File: config.mk
export PLATFORM = sky130hd
export DESIGN_NAME = decode_stage
export DESIGN_NICKNAME = d
export VERILOG_FILES = /design/src/rtl/common.sv /design/src/rtl/pipes.sv /design/src/rtl/regfile.sv /design/src/rtl/decode_stage.sv
export SDC_FILE = /design/constraint.sdc
export NUM_CORES = 2
export LEC_CHECK = 0
export BUFFER_PORTS_ARGS = -buffer_cell sky130_fd_sc_hd__buf_4
export CORE_UTILIZATION = 45
export CTS_BUF_LIST = sky130_fd_sc_hd__clkbuf_8
export CTS_CLUSTER_SIZE = 16
export DETAILED_ROUTE_END_ITERATION = 10
export SKIP_CTS_REPAIR_TIMING = 1
export SLEW_MARGIN = 20
export SYNTH_ARGS = -nofsm -noshare
export SYNTH_HDL_FRONTEND = slang
export SYNTH_SLANG_ARGS = --single-unit
File: constraint.sdc
create_clock -name clk -period 2.95 [get_ports clk]
set_input_delay 0.59 -clock clk [delete_from_list [all_inputs] [get_ports clk]]
set_output_delay 0.59 -clock clk [all_outputs]
set_load 0.01 [all_outputs]
File: src/rtl/common.sv
// Shared ISA definitions: ALU operation enum plus opcode and funct encodings.
package common;

  typedef enum logic [2:0] {
    ALU_NOP = 3'd0,
    ALU_ADD = 3'd1,
    ALU_SUB = 3'd2,
    ALU_AND = 3'd3,
    ALU_OR  = 3'd4,
    ALU_SLT = 3'd5,
    ALU_LUI = 3'd6
  } alu_op_t;

  localparam logic [5:0] OP_RTYPE = 6'h00;
  localparam logic [5:0] OP_J     = 6'h02;
  localparam logic [5:0] OP_BEQ   = 6'h04;
  localparam logic [5:0] OP_ADDIU = 6'h09;
  localparam logic [5:0] OP_LUI   = 6'h0F;
  localparam logic [5:0] OP_LW    = 6'h23;
  localparam logic [5:0] OP_SW    = 6'h2B;

  localparam logic [5:0] FN_ADDU  = 6'h21;
  localparam logic [5:0] FN_SUBU  = 6'h23;
  localparam logic [5:0] FN_AND   = 6'h24;
  localparam logic [5:0] FN_OR    = 6'h25;
  localparam logic [5:0] FN_SLT   = 6'h2A;

endpackage

File: src/rtl/pipes.sv
// Pipeline register bundles between fetch, decode and execute.
package pipes;
  import common::*;

  typedef struct packed {
    logic [31:0] instruction;
    logic [31:0] pc;
    logic [31:0] pc_plus_4;
    logic [4:0]  rs;
    logic [4:0]  rt;
  } f_d_reg_t;

  typedef struct packed {
    logic [31:0] pc;
    logic [31:0] pc_plus_4;
    logic [31:0] rs_data;
    logic [31:0] rt_data;
    logic [31:0] imm;
    logic [31:0] branch_target;
    logic [31:0] jump_target;
    logic [4:0]  rs;
    logic [4:0]  rt;
    logic [4:0]  dst;
    logic        reg_write;
    logic        mem_read;
    logic        mem_write;
    logic        branch;
    logic        jump;
    logic        use_rs;
    logic        use_rt;
    alu_op_t     alu_op;
  } d_e_reg_t;

endpackage

File: src/rtl/regfile.sv
// 32x32 register file, 2 read / 1 write, $0 hardwired to zero.
// DECODE_WB_BYPASS_EN: same-cycle write data is forwarded to matching reads.
module regfile (
  input  logic        clk,
  input  logic        reset,
  input  logic [4:0]  ra1,
  input  logic [4:0]  ra2,
  output logic [31:0] rd1,
  output logic [31:0] rd2,
  input  logic        we,
  input  logic [4:0]  wa,
  input  logic [31:0] wd
);

  logic [31:0] regs_q [32];
  logic [31:0] regs_d [32];

  always_comb begin
    regs_d = regs_q;
    if (we && wa != 5'd0) regs_d[wa] = wd;
  end

  always_ff @(posedge clk) begin
    if (reset) regs_q <= '{default: '0};
    else       regs_q <= regs_d;
  end

  always_comb begin
    rd1 = (ra1 == 5'd0) ? 32'd0 : regs_q[ra1];
    rd2 = (ra2 == 5'd0) ? 32'd0 : regs_q[ra2];
`ifdef DECODE_WB_BYPASS_EN
    if (we && wa != 5'd0 && wa == ra1) rd1 = wd;
    if (we && wa != 5'd0 && wa == ra2) rd2 = wd;
`endif
  end

endmodule

File: src/rtl/decode_stage.sv
// Decode stage: instruction decode, register read, load-use stall and flush.
// Register-file write bypass is selected by DECODE_WB_BYPASS_EN (see regfile).
module decode_stage
  import common::*;
  import pipes::*;
(
  input  logic        clk,
  input  logic        reset,
  input  f_d_reg_t    f_d_reg,
  input  logic        f_valid,
  input  logic        flush,
  input  logic        wb_en,
  input  logic [4:0]  wb_addr,
  input  logic [31:0] wb_data,
  input  logic        e_mem_read,
  input  logic [4:0]  e_dst,
  output d_e_reg_t    d_e_reg,
  output logic        d_e_valid,
  output logic        stall,
  output logic        illegal
);

  logic [31:0] instr;
  logic [31:0] rs_data;
  logic [31:0] rt_data;
  logic [31:0] sext;
  logic        ill;
  logic        rtype_ok;
  d_e_reg_t    dec;

  assign instr = f_d_reg.instruction;

  regfile u_regfile (
    .clk   (clk),
    .reset (reset),
    .ra1   (f_d_reg.rs),
    .ra2   (f_d_reg.rt),
    .rd1   (rs_data),
    .rd2   (rt_data),
    .we    (wb_en),
    .wa    (wb_addr),
    .wd    (wb_data)
  );

  always_comb begin
    dec               = '0;
    ill               = 1'b0;
    rtype_ok          = 1'b0;
    sext              = {{16{instr[15]}}, instr[15:0]};
    dec.pc            = f_d_reg.pc;
    dec.pc_plus_4     = f_d_reg.pc_plus_4;
    dec.rs_data       = rs_data;
    dec.rt_data       = rt_data;
    dec.rs            = f_d_reg.rs;
    dec.rt            = f_d_reg.rt;
    dec.branch_target = f_d_reg.pc_plus_4 + (sext << 2);
    dec.jump_target   = {f_d_reg.pc_plus_4[31:28], instr[25:0], 2'b00};
    case (instr[31:26])
      OP_RTYPE: begin
        rtype_ok = 1'b1;
        case (instr[5:0])
          FN_ADDU: dec.alu_op = ALU_ADD;
          FN_SUBU: dec.alu_op = ALU_SUB;
          FN_AND:  dec.alu_op = ALU_AND;
          FN_OR:   dec.alu_op = ALU_OR;
          FN_SLT:  dec.alu_op = ALU_SLT;
          default: rtype_ok = 1'b0;
        endcase
        if (rtype_ok) begin
          dec.reg_write = 1'b1;
          dec.dst       = instr[15:11];
          dec.use_rs    = 1'b1;
          dec.use_rt    = 1'b1;
        end else begin
          ill = 1'b1;
        end
      end
      OP_ADDIU: begin
        dec.reg_write = 1'b1;
        dec.alu_op    = ALU_ADD;
        dec.dst       = instr[20:16];
        dec.use_rs    = 1'b1;
        dec.imm       = sext;
      end
      OP_LUI: begin
        dec.reg_write = 1'b1;
        dec.alu_op    = ALU_LUI;
        dec.dst       = instr[20:16];
        dec.imm       = {instr[15:0], 16'd0};
      end
      OP_LW: begin
        dec.reg_write = 1'b1;
        dec.mem_read  = 1'b1;
        dec.alu_op    = ALU_ADD;
        dec.dst       = instr[20:16];
        dec.use_rs    = 1'b1;
        dec.imm       = sext;
      end
      OP_SW: begin
        dec.mem_write = 1'b1;
        dec.alu_op    = ALU_ADD;
        dec.use_rs    = 1'b1;
        dec.use_rt    = 1'b1;
        dec.imm       = sext;
      end
      OP_BEQ: begin
        dec.branch = 1'b1;
        dec.alu_op = ALU_SUB;
        dec.use_rs = 1'b1;
        dec.use_rt = 1'b1;
        dec.imm    = sext;
      end
      OP_J:    dec.jump = 1'b1;
      default: ill = 1'b1;
    endcase
    // An empty slot carries nothing downstream and can never hazard.
    if (!f_valid) begin
      dec = '0;
      ill = 1'b0;
    end
  end

  assign stall = !flush && e_mem_read && (e_dst != 5'd0) &&
                 ((dec.use_rs && f_d_reg.rs == e_dst) ||
                  (dec.use_rt && f_d_reg.rt == e_dst));

  d_e_reg_t de_d, de_q;
  logic     valid_d, valid_q;
  logic     illegal_d, illegal_q;

  always_comb begin
    de_d      = dec;
    valid_d   = f_valid;
    illegal_d = ill;
    if (flush || stall) begin
      de_d      = '0;
      valid_d   = 1'b0;
      illegal_d = 1'b0;
    end
  end

  always_ff @(posedge clk) begin
    if (reset) begin
      de_q      <= '0;
      valid_q   <= 1'b0;
      illegal_q <= 1'b0;
    end else begin
      de_q      <= de_d;
      valid_q   <= valid_d;
      illegal_q <= illegal_d;
    end
  end

  assign d_e_reg   = de_q;
  assign d_e_valid = valid_q;
  assign illegal   = illegal_q;

endmodule

# Word level (Yosys, flattened, before mapping)
# Index checks and enable logic that the tools add are counted.
# W data, S select, Z words.
# op_classes
add_sub_neg	1
n_lt_le_gt_ge	4
eq_ne	13
mux	26
n_bitwise	4
reduce_logical	25
# op_table
operator	count
$bwmux W1024	1
$bmux W32 S5	2
$demux W32 S5	1
$mux W32	5
$pmux W32 S2	1
$eq A6 B6 Y1 const B	7
$add A32 B32 Y32	1
$ge A6 B6 Y1 const B	3
$not A5 Y6	3
$pmux W3 S5	1
$eq A6 B4 Y1 const B	2
$pmux W3 S4	1
$pmux W6 S2	1
$reduce_or A4 Y1	3
$eq A5 B5 Y1	2
$logic_not A5 Y1	2
$reduce_bool A5 Y1	2
$reduce_or A3 Y1	3
$logic_and A1 B1 Y1	7
$mux W1	7
$eq A6 B2 Y1 const B	1
$eq A6 B3 Y1 const B	1
$logic_not A6 Y1	1
$lt A6 B1 Y1 const B	1
10 further kinds	14
# word_totals
ff_bits	1275
inputBits	154
out_inout_bits	252
elab_cells	126

# Logic depth before layout (Yosys ltp)
# depth
ltp_word	12
mapped_depth	12
ltp_nobuf	11

# Cells and area by module
# Synthesis repeated with hierarchy kept, for this count alone.
# unflattened
hier_cells	6684
area_unflattened_um2	60179.0
# modules_own_cells
mod	instances	cells_each	area_per_inst_um2	seq_area_each_um2
regfile	1	5860	51595.7	20499.7
decode_stage	1	824	8583.2	4864.7

# Worst setup path before layout
# Ideal clock, no wire load.
# synth_timing
path_kind	in2reg
start	input port f_d_reg[12] (netlist name)
end	register de_q (netlist bit d_e_reg[85])
setup_ps	118
t_arrival_ps	2486
t_required_ps	2832
setup_slack_ps	347
path_stages	11
path_buffers	0
path_cell_list	ha_1 inv_1 fa_1 nor2b_1 o31ai_1 a21oi_1 a311o_1 nand3_1 a31oi_1 o31a_1 nand2_1
# synth_via
elab_chain_cells	1
# synth_rtl
element	line_no	rtl
start, declared	decode_stage.sv:9	input f_d_reg_t f_d_reg,
$add A32 B32 Y32	decode_stage.sv:56	dec.branch_target = f_d_reg.pc_plus_4 + (sext << 2);
end signal, assigned	decode_stage.sv:144	de_q <= '0;
end signal, assigned	decode_stage.sv:148	de_q <= de_d;
end, declared	decode_stage.sv:127	d_e_reg_t de_d, de_q;
# No other way between the ends.
# A chain may end at the register's enable or synchronous reset.

# Final worst setup path
# layout_timing
start	input port f_d_reg[103] (netlist name)
end	output port stall
# layout_via
elab_chain_cells	7
word_cells_on_any_way	14
classes_between	4 x eq/ne; 3 x mux; 7 x reduce/logical
# layout_rtl
element	line_no	rtl
$eq A6 B3 Y1, or another cell as far along	decode_stage.sv:58	case (instr[31:26])
$reduce_or A4 Y1 (no source line) or $reduce_or A2 Y1 (tied branches)	-	
$pmux W1 S2	decode_stage.sv:58	
$mux W5 *	decode_stage.sv:117	if (!f_valid) begin
$logic_and A1 B1 Y1, on equally long branches	decode_stage.sv:124, decode_stage.sv:125	
$logic_or A1 B1 Y1 *	decode_stage.sv:124	((dec.use_rs && f_d_reg.rs == e_dst) ||
$logic_and A1 B1 Y1 *	decode_stage.sv:123	assign stall = !flush && e_mem_read && (e_dst != 5'd0) &&
end, declared	decode_stage.sv:19	output logic stall,
# Mark *: on every way between the ends. The rest lies on a longest branch, timed or not.

==> results.md <==
* Sequential power share at between 40% and 50%
* DR WL/cell at around 27 um
* Gate count of the mapped netlist at 6547
* Dpl hpwl at 151000 um
* P&R area growth vs syn at 19.3%
* WHS at -0.00635 ns
* Synthesized area at just under 60000 um^2
* Port Buffers at 403
* Worst Setup EP: stall
* Kind of end point of the critical path: primary output
* Top-count cell post-synth: nand2_1
* Gpl congestion at 0.890
* RSZ-0062 raised after global routing: no
* Residual DRC count at 0
* Core area at between 100000 and 150000 um^2
* Final Non-Filler Cells at slightly below 9000
* Synth Warn # at 0
* Pwr Density at roughly 530 nW/um^2
* #FFs+latches synth at 1267
* Reg-to-Reg End: d_e_reg[179]
* Final slew viol count at 0
* Final Skew at about 0.065 ns
* Worst Reg-to-Reg Cells at 6
* Total power draw at 37.4 mW
* Io pins at ~410
* Max cap viols at 0
* Max Freq at roughly 0.35 GHz
* Worst Max-Slew Pin Slew at between 1 and 1.5 ns
* Fraction of layout cells with a size suffix above 1 at between 20 and 25%
* Final Critical Period at 2.88 ns
* Clk pwr share at between 40% and 50%
* Hold WC Path Type: primary input to flip-flop
* Combinational power share at between 9 and 10%
* Top_reg_cell synth: dfxtp_1
* CP required at between 2 and 2.5 ns
* Reg clk slew, reported paths at ~0.070 ns
* Longest Clk Path Bufs at 3
* Final Hold Vio Count at 2
* Worst-Skew Late Latency at 1.02 ns
* Max-slew headroom at 21.4%
* Synth top area share at between 40% and 50%
* Int Power at ~27 mW
* Violated checks: hold timing
* Die Y at ~370 um
* First-pass GRT wire length at ~350000 um
* Setup CP Type: primary input to primary output
* Die Wd at 365 um
* DIE AREA at 134000 um^2
* Leakage at roughly 25 nW
* Switching share of total power at between 20% and 30%
* Post-synth EDFFs at 0
* CTS tree: built
* GRT Total Usage at 35.3%
* Root buffer selected by CTS: clkbuf_8
* # fillers at around 12000
* Htree depth at 4
* Final wirelength at 240000 um
* Total CTS buffers at roughly 210
* Vias in the first global route at ~50000
* Num rows at roughly 130
* Async set-reset flop share out of synthesis at 0%
* Nets at around 7100
* Post-synth cell types at between 60 and 70
* Critical path peak fanout at 7
* Status: finished, violations left
* Ranking of synthesized cells by area: dfxtp_1, mux4_2, nand2_1
* Synth area leader: dfxtp_1
* Worst endpoint data arrival time at between 2 and 2.5 ns
* Most common library cells after synthesis: nand2_1, dfxtp_1, a21oi_1
* Max reg flops at 1024
* Switch Pwr at roughly 10 mW
* DR pass1 iterations at 7
* Startpoint type of the worst setup path: primary input
* Initial core utilization at 45.6%
* Clock Sinks at 1267
* Vias per inst at ~6.1
* Pin count of the biggest net entering global routing at 216
* Antenna violations before repair at 22
* Worst IR Drop VDD at 0.000375 V
* Mean area per synthesized cell at between 9 and 10 um^2
* Via count at 53800
* Final setup violation count at 0
* Placed Cells at 8338
* Sequential area share after synthesis at between 40% and 50%
* Reg2Reg Launch Point: u_regfile.regs_q[794]
* Starting DRT DRC Count at between 7000 and 8000
* Period utilization at ~98%
* Final ANT Viol Nets at 0
* Crit path from: f_d_reg[103]
* Gr ovfl total at 0
* Flop2flop setup slack at ~0.85 ns
==> layout by cell type, fill, tap and decap left out, types with 62 or more instances in the layout <==
master         instances
inv_1                 82
mux4_2               468
clkbuf_8             277
dfxtp_1             1267
dlygate4sd3_1         97
mux2_2                62
a21oi_1             1055
nor2_1               107
buf_4                620
and2_1               104
mux2i_1              185
buf_12                65
nand2_1             2038
==> per-stage QoR <==
stage          TNS, ns  setup WS [ns]  instance area, um^2  util [%]
2_1_floorplan        0          0.347                59400         -
3_3_place_gp    -0.310         -0.149                65400      50.2
3_5_place_dp    -0.230         -0.132                65400      50.2
4_1_cts              0          0.338                69900      53.7
5_1_grt              0         0.0140                70900      54.4
6_report             0         0.0684                70900      54.4
==> routing by layer <==
layer | routed length [um] | vias to the layer above | global-route usage (%)
met3 | 27500 | 711 | 9.31
met2 | 108000 | 3132 | 53.9
met5 | 161 | - | 0.581
met4 | 11000 | 14 | 15.6
li1 | - | 23600 | -
met1 | 93800 | 26400 | 46.7
==> cell families after synthesis <==
family | count (synthesis) | synth area share [%]
AO/OA/AOI/OAI | 1375 | 13.0
AND/OR/NAND/NOR | 2479 | 16.8
adder cells (fa/ha/maj) | 30 | 0.644
XOR/XNOR | 25 | 0.368
buffers and inverters | 655 | 4.45
multiplexers | 715 | 22.0
flip-flops | 1267 | 42.7
other | 1 | 0.00631
==> worst min path at each step <==
stage,startpoint,end,slack [ns],cells past startpoint
finish,wb_data[19],u_regfile.regs_q[851],-0.006,3
global route,wb_data[18],u_regfile.regs_q[754],0.004,3
global placement,u_regfile.regs_q[687],u_regfile.regs_q[687],0.45,2
detailed placement,u_regfile.regs_q[800],u_regfile.regs_q[800],0.46,2
CTS,f_d_reg[71],d_e_reg[246],-0.26,2
floorplan,u_regfile.regs_q[160],u_regfile.regs_q[160],0.44,2
==> worst max-delay path, stage by stage <==
cell and delay, ns:
buf_4 0.13, dlygate4sd3_1 0.55, buf_4 0.16, a22oi_1 0.21, o22ai_1 0.14, a21oi_2 0.22, nor2_1 0.10, buf_4 0.18
==> power by group through the flow <==
stage | registers (mW) | clock network [mW] | logic [mW]
global route | 17.4 | 17.5 | 3.56
global placement | 17.8 | 0 | 3.22
finish | 17.4 | 16.6 | 3.40
floorplan | 17.8 | 0 | 1.85
detailed placement | 17.8 | 0 | 3.23
CTS | 17.4 | 16.7 | 3.24
==> layout make-up <==
type | instances | area (um^2) | share of cell area (%)
sequential | 1267 | 25400 | 35.8
clock inverter | 110 | 698 | 0.984
multi-input combinational | 4626 | 31800 | 44.8
clock buffer | 277 | 3810 | 5.38
antenna | 15 | 37.5 | 0.0529
tap | 1742 | 2180 | 3.07
timing repair buffer | 787 | 7000 | 9.87
inverter | 13 | 50.0 | 0.0706
(Power assumes the default switching activity.)
